## config.mk

```make
export PLATFORM = sky130hd
export DESIGN_NAME = axi4_wr_arbiter
export DESIGN_NICKNAME = d
export VERILOG_FILES = /design/src/rtl/axi4_wr_arbiter.sv
export SDC_FILE = /design/constraint.sdc
export NUM_CORES = 1
export LEC_CHECK = 0
export ABC_CLOCK_PERIOD_IN_PS = 3250
export CORE_AREA = 2 2 137 139
export DETAILED_ROUTE_END_ITERATION = 10
export DIE_AREA = 0 0 139 141
export PLACE_DENSITY_LB_ADDON = 0.12
export SLEW_MARGIN = 10
export SYNTH_ARGS = -nofsm -noshare
export SYNTH_HDL_FRONTEND = slang
export SYNTH_SLANG_ARGS = --single-unit
```

## constraint.sdc

```tcl
create_clock -name m_aclk -period 3.25 [get_ports m_aclk]
set_input_delay 0.65 -clock m_aclk [delete_from_list [all_inputs] [get_ports m_aclk]]
set_output_delay 0.65 -clock m_aclk [all_outputs]
set_load 0.01 [all_outputs]
```

## src/rtl/axi4_wr_arbiter.sv

```systemverilog
// Round-robin arbiter sharing one single-beat AXI4 write master between NUM_REQ requesters.
// The winning address/data pair is captured and held until the master's completion pulse.
module axi4_wr_arbiter #(
   parameter int unsigned NUM_REQ = 4,
   parameter int unsigned ID_W    = 2,
   parameter int unsigned CNT_W   = 16
) (
   input  logic                  m_aclk,
   input  logic                  m_arst_n,
   input  logic [NUM_REQ*32-1:0] req_addr,
   input  logic [NUM_REQ*32-1:0] req_data,
   input  logic [NUM_REQ-1:0]    req_valid,
   output logic [NUM_REQ-1:0]    req_ready,
   output logic [31:0]           wr_addr,
   output logic [31:0]           wr_data,
   output logic                  wr_valid,
   input  logic                  wr_ready,
   output logic [ID_W-1:0]       grant_id,
   output logic                  busy,
   output logic [CNT_W-1:0]      done_cnt
);

   typedef enum logic [0:0] {StIdle, StBusy} state_e;

   state_e               state_q, state_d;
   logic [ID_W-1:0]      ptr_q, ptr_d;
   logic [ID_W-1:0]      grant_q, grant_d;
   logic [31:0]          addr_q, addr_d;
   logic [31:0]          data_q, data_d;
   logic                 valid_q, valid_d;
   logic                 busy_q, busy_d;
   logic [NUM_REQ-1:0]   ready_q, ready_d;
   logic [CNT_W-1:0]     done_cnt_q, done_cnt_d;

   logic                 found;
   logic [ID_W-1:0]      winner;
   logic [ID_W-1:0]      idx;

   // Search ptr, ptr+1, ... wrapping modulo NUM_REQ; first set bit wins.
   always_comb begin
      found  = 1'b0;
      winner = '0;
      idx    = '0;
      for (int unsigned k = 0; k < NUM_REQ; k++) begin
         idx = ID_W'((32'(ptr_q) + k) % NUM_REQ);
         if (!found && req_valid[idx]) begin
            found  = 1'b1;
            winner = idx;
         end
      end
   end

   always_comb begin
      state_d    = state_q;
      ptr_d      = ptr_q;
      grant_d    = grant_q;
      addr_d     = addr_q;
      data_d     = data_q;
      valid_d    = valid_q;
      busy_d     = busy_q;
      ready_d    = '0;
      done_cnt_d = done_cnt_q;
      unique case (state_q)
         StIdle: begin
            if (found) begin
               addr_d  = req_addr[{winner, 5'd0} +: 32];
               data_d  = req_data[{winner, 5'd0} +: 32];
               grant_d = winner;
               valid_d = 1'b1;
               busy_d  = 1'b1;
               ready_d = NUM_REQ'(1) << winner;
               if (32'(winner) + 1 == NUM_REQ) begin
                  ptr_d = '0;
               end else begin
                  ptr_d = winner + 1'b1;
               end
               state_d = StBusy;
            end
         end
         StBusy: begin
            if (wr_ready) begin
               valid_d    = 1'b0;
               busy_d     = 1'b0;
               done_cnt_d = done_cnt_q + 1'b1;
               state_d    = StIdle;
            end
         end
         default: state_d = StIdle;
      endcase
   end

   always_ff @(posedge m_aclk or negedge m_arst_n) begin
      if (!m_arst_n) begin
         state_q    <= StIdle;
         ptr_q      <= '0;
         grant_q    <= '0;
         addr_q     <= '0;
         data_q     <= '0;
         valid_q    <= 1'b0;
         busy_q     <= 1'b0;
         ready_q    <= '0;
         done_cnt_q <= '0;
      end else begin
         state_q    <= state_d;
         ptr_q      <= ptr_d;
         grant_q    <= grant_d;
         addr_q     <= addr_d;
         data_q     <= data_d;
         valid_q    <= valid_d;
         busy_q     <= busy_d;
         ready_q    <= ready_d;
         done_cnt_q <= done_cnt_d;
      end
   end

   assign wr_addr   = addr_q;
   assign wr_data   = data_q;
   assign wr_valid  = valid_q;
   assign busy      = busy_q;
   assign req_ready = ready_q;
   assign grant_id  = grant_q;
   assign done_cnt  = done_cnt_q;

endmodule

```

* Yosys cells after proc, flatten, opt, wreduce, memory -nomap -nowiden
Cells that the tools add are included. W data, S select, Z words.
Word-level totals: register bits 90, output and inout port bits 88, logic and storage cells 59
Operators by class: order comparisons 4, muxes and demuxes 25, shifts and indexed selects 3, reduce and logical (&&, ||, !) cells 9, $add $sub $neg 6, bitwise logic cells 1, equality and inequality tests 3
Operator list (count):
- $shiftx A128 B8 Y32 | 2
- $add A16 B1 Y16 const B | 1
- $lt A2 B3 Y1 const B | 4
- $mux W1 | 12
- $mux W2 | 5
- $bmux W1 S2 | 4
- $mux W4 | 2
- $reduce_and A2 Y1 | 3
- $add A2 B1 Y2 const B | 2
- $add A2 B2 Y2 const B | 2
- $ne A2 B2 Y1 const B | 2
- $pmux W1 S2 | 2
- $shl A1 B2 Y4 const A | 1
- $add A2 B1 Y3 const B | 1
- $eq A3 B3 Y1 const B | 1
- $logic_and A1 B1 Y1 | 3
- $logic_not A1 Y1 | 3
- $not A1 Y1 | 1

* Logic depth before layout (Yosys ltp)
depth after elaboration 15, gate-level depth with buffers 10

* Worst setup path before layout
OpenSTA, ideal clock, no wires.
path type in2reg, start point input req_valid[1], end point register addr_q[2] (netlist: wr_addr[2]), data arrival time 1807 ps, cell stages on the path 8, data required time 3115 ps, slack 1308 ps, library setup time 135 ps, cells stage by stage nand2b_1 a21oi_1 o32ai_2 inv_2 buf_2 buf_6 a211oi_1 o31ai_1
Between the ends: longest elaborated chain between the ends 13, elaborated cells on any way between the ends 24, those cells by class 1 x shift; 16 x mux; 7 x reduce/logical
RTL lines:
- start, declared | RTL line 12 | input logic [NUM_REQ-1:0] req_valid,
- $bmux W1 S2 | RTL line 46 | if (!found && req_valid[idx]) begin
- $mux W1 (not written as such) | RTL line 46
- $mux W1 | RTL line 46
- $logic_not A1 Y1 | RTL line 46
- $logic_and A1 B1 Y1 | RTL line 46
- $mux W1 | RTL line 46
- $logic_not A1 Y1 | RTL line 46
- $logic_and A1 B1 Y1 | RTL line 46
- $mux W1 | RTL line 46
- $logic_not A1 Y1 | RTL line 46
- $logic_and A1 B1 Y1 | RTL line 46
- $mux W2 or $mux W1 (tied branches) | RTL line 46
- $shiftx A128 B8 Y32 or $reduce_and A2 Y1 (tied branches)
- end signal, assigned | RTL line 107 | addr_q <= addr_d;
- end, declared | RTL line 28 | logic [31:0] addr_q, addr_d;
Parallel ways exist; a longest one is shown, timed or not. The select of a mux whose other input is x is not followed. A chain may end at the register's enable or synchronous reset.

* Final worst setup path
start point input req_valid[1], end point register data_q[2] (netlist: wr_data[2])
Between the ends: longest elaborated chain between the ends 13, elaborated cells on any way between the ends 24, those cells by class 1 x shift; 16 x mux; 7 x reduce/logical
RTL lines:
- $bmux W1 S2 | RTL line 46
- $mux W1 (not written as such) | RTL line 46
- $mux W1 | RTL line 46
- $logic_not A1 Y1 | RTL line 46
- $logic_and A1 B1 Y1 | RTL line 46
- $mux W1 | RTL line 46
- $logic_not A1 Y1 | RTL line 46
- $logic_and A1 B1 Y1 | RTL line 46
- $mux W1 | RTL line 46
- $logic_not A1 Y1 | RTL line 46
- $logic_and A1 B1 Y1 | RTL line 46
- $mux W2 or $mux W1 (tied branches) | RTL line 46
- $shiftx A128 B8 Y32 or $reduce_and A2 Y1 (tied branches)
- end signal, assigned | RTL line 108 | data_q <= data_d;
- end, declared | RTL line 29 | logic [31:0] data_q, data_d;
Parallel ways exist; a longest one is shown, timed or not. The select of a mux whose other input is x is not followed.

==> flow_metrics.py <==
metrics = {
    "logic_synthesis": {
        "netlist_instances": 627,
        "syn_nets": 892,
        "yosys_warnings": 0,
        "synth_area_um2": 5730,
        "seq_area_frac_synth": 0.393,
        "synth.avg_cell_area_um2": 9.15,
        "yosysUniqueCellTypes": 31,
        "synth_seq_cells": 90,
    },
    "routing": {
        "wl_per_cell_um": 19.7,
        "first_iter_violations": 284,
        "via_per_inst": 5.31,
        "drt-pass1-iter-count": 4,
        "vias": 6233,
        "drc": 0,
        "ant_nets": 0,
        "finalWirelength_um": 23100,
    },
    "clock_tree": {
        "cts_buffers": 9,
        "cts-root-buf": "clkbuf_16",
        "cts_hold_buf": 0,
        "tritoncts": "yes",
        "cts_buffer_depth": 2,
        "postCtsSetupRepairBufs": 0,
        "clock-sinks": 90,
        "h-tree-depth": 3,
        "cts_resized": 0,
        "clk_latency_ps": 340,
        "clk_pin_slew_ps": 70,
    },
    "cells_and_area": {
        "final_cells": 1174,
        "layout_commonest_cell": "clkdlybuf4s50_1",
        "area_delta_synth_final_pct": 71.6,
        "fillCellCount": 1716,
        "final_util": 0.539,
        "most-common-layout-cells": "349 x clkdlybuf4s50_1, 128 x and3_1, 102 x a211oi_1",
        "final_nets": 1200,
        "drive_gt1_frac": 0.0755,
        "diodes": 0,
    },
    "floorplanning": {
        "die_w_um": 139,
        "initial_core_util": 0.314,
        "die_height_um": 141,
        "die-area_um2": 19600,
        "core_area_um2": 18300,
        "num_rows": 50,
        "ios": 351,
    },
    "place": {
        "hpwl_um": 16800,
        "portBuffers": 350,
        "finalWeightedCongestion": 0.876,
        "dp_cells": 1158,
    },
    "worst_setup_path": {
        "required_ps": 3480,
        "arrival_ps": 2770,
        "cp_max_fo": 19,
        "r2r-end": "wr_data[2]",
        "r2r-start": "ptr_q[0]",
        "reg2reg_slack_ps": 1100,
        "reg2regPathDepth": 7,
        "timing.critical_path.to_type": "register",
        "critPathKind": "input pin to register",
        "cp-start-kind": "input pin",
    },
    "grt": {
        "grt_max_degree": 98,
        "gr-total-overflow": 0,
        "grt_pass1_vias": 6158,
        "grt_pass1_wl_um": 35400,
        "grtUsageTotal": 0.229,
        "antenna_found_initial": 0,
    },
    "timing": {
        "finalSetupViolations": 0,
        "rsz0062_at_grt": "no",
        "min_period_over_period": 0.782,
        "fin_skew_ps": 5.69,
        "relSlewSlack": 0.615,
        "fmax_ghz": 0.393,
        "hold_slack_ps": 307,
        "tightest_slew_ps": 578,
        "drv_slew": 0,
        "setup_tns_ps": 0,
        "layout_min_cycle_time_ps": 2540,
        "hold_violations": 0,
    },
    "min_path": {
        "min_path_type": "input pin to async pin",
    },
    "power_and_ir_drop": {
        "total_power_uw": 6780,
        "power.density_nw_per_um2": 689,
        "leakage_uw": 0.00404,
        "vdd_drop_max_uv": 315,
    },
    "run_status": {
        "outcome": "finished clean",
    },
    "job": {
        "drv_cap": 0,
    },
}
[kinds of logic after synthesis]
family | synth area share
xor+xnor | 0.0229
simple gates | 0.226
flops | 0.393
mux | 0.00196
compound gates | 0.287
fa+ha+maj | 0.00436
buf+inv | 0.0646
[power by group]
group          switching, uW  internal (uW)  total (uW)
combinational           1880           1920        3800
sequential               274           1540        1810
clock                    485            680        1160
total                   2640           4140        6780
[layer usage]
layer | vias up | track usage | share of wire
met4 | 0 | 0.0787 | 0.025
met5 | - | 0 | 0
met2 | 239 | 0.384 | 0.49
li1 | 3004 | - | -
met3 | 35 | 0.0601 | 0.071
met1 | 2955 | 0.288 | 0.42
[worst max-delay path, cell delays in order]
cell             delay (ps)
clkdlybuf4s50_1         510
nand2b_1                170
a21oi_1                  80
o32ai_4                 290
clkinv_2                410
buf_12                  310
a211oi_1                230
o31ai_1                 100
[sequential cells by signal, indices dropped and copies added (netlist names)]
register	count
busy	1
done_cnt	16
grant_id	2
ptr_q	2
req_ready	4
state_q	1
wr_addr	32
wr_data	32
[cell usage after synthesis]
library cell	n	area share
nor2b_1	1	0.0011
nand4b_1	1	0.0015
nor2_1	8	0.0052
a211oi_2	28	0.061
xnor2_1	13	0.020
and2b_1	1	0.0013
nor3_1	3	0.0026
clkbuf_1	38	0.025
and4_1	2	0.0031
inv_1	1	0.00065
mux2_2	1	0.0020
nand4_1	6	0.0065
ha_1	2	0.0044
a211oi_1	102	0.13
and3_1	128	0.14
o21ai_0	2	0.0017
nand2_1	78	0.051
dfrtp_1	90	0.39
buf_2	23	0.020
inv_2	2	0.0013
buf_6	3	0.0059
o31ai_1	64	0.084
nand3_1	5	0.0044
nand2b_1	5	0.0055
o32ai_2	1	0.0028
and2_1	2	0.0022
or2_1	2	0.0022
o21ai_2	1	0.0015
xor2_1	2	0.0031
a21oi_1	3	0.0026
buf_4	9	0.012
[how the worst max path moves through the flow]
stage / startpoint / to / slack, ps / depth (start not counted)
3_5_place_dp: req_valid[1] / wr_addr[24] / 340 / 8
5_1_grt: req_valid[3] / wr_data[14] / 490 / 9
6_report: req_valid[1] / wr_data[2] / 710 / 8
3_3_place_gp: req_valid[3] / wr_data[12] / 370 / 9
4_1_cts: req_valid[1] / wr_data[2] / 710 / 8
2_1_floorplan: req_valid[1] / wr_addr[2] / 1310 / 8
[final cells by class]
| cell class | instances | area (um^2) | share of cell area |
|---|---|---|---|
| multi-input combinational | 461 | 3130 | 0.318 |
| sequential | 90 | 2250 | 0.229 |
| clock inverter | 7 | 101 | 0.0103 |
| clock buffer | 9 | 225 | 0.0229 |
| timing repair buffer | 370 | 3830 | 0.389 |
| tap | 234 | 293 | 0.0298 |
| inverter | 3 | 15.0 | 0.00153 |
[through the flow]
stage	setup WS, ps	cell area, um^2
floorplan	1310	5730
global placement	367	9510
detailed placement	342	9510
CTS	709	9840
global route	486	9840
finish	708	9840
(Power assumes the default switching activity.)
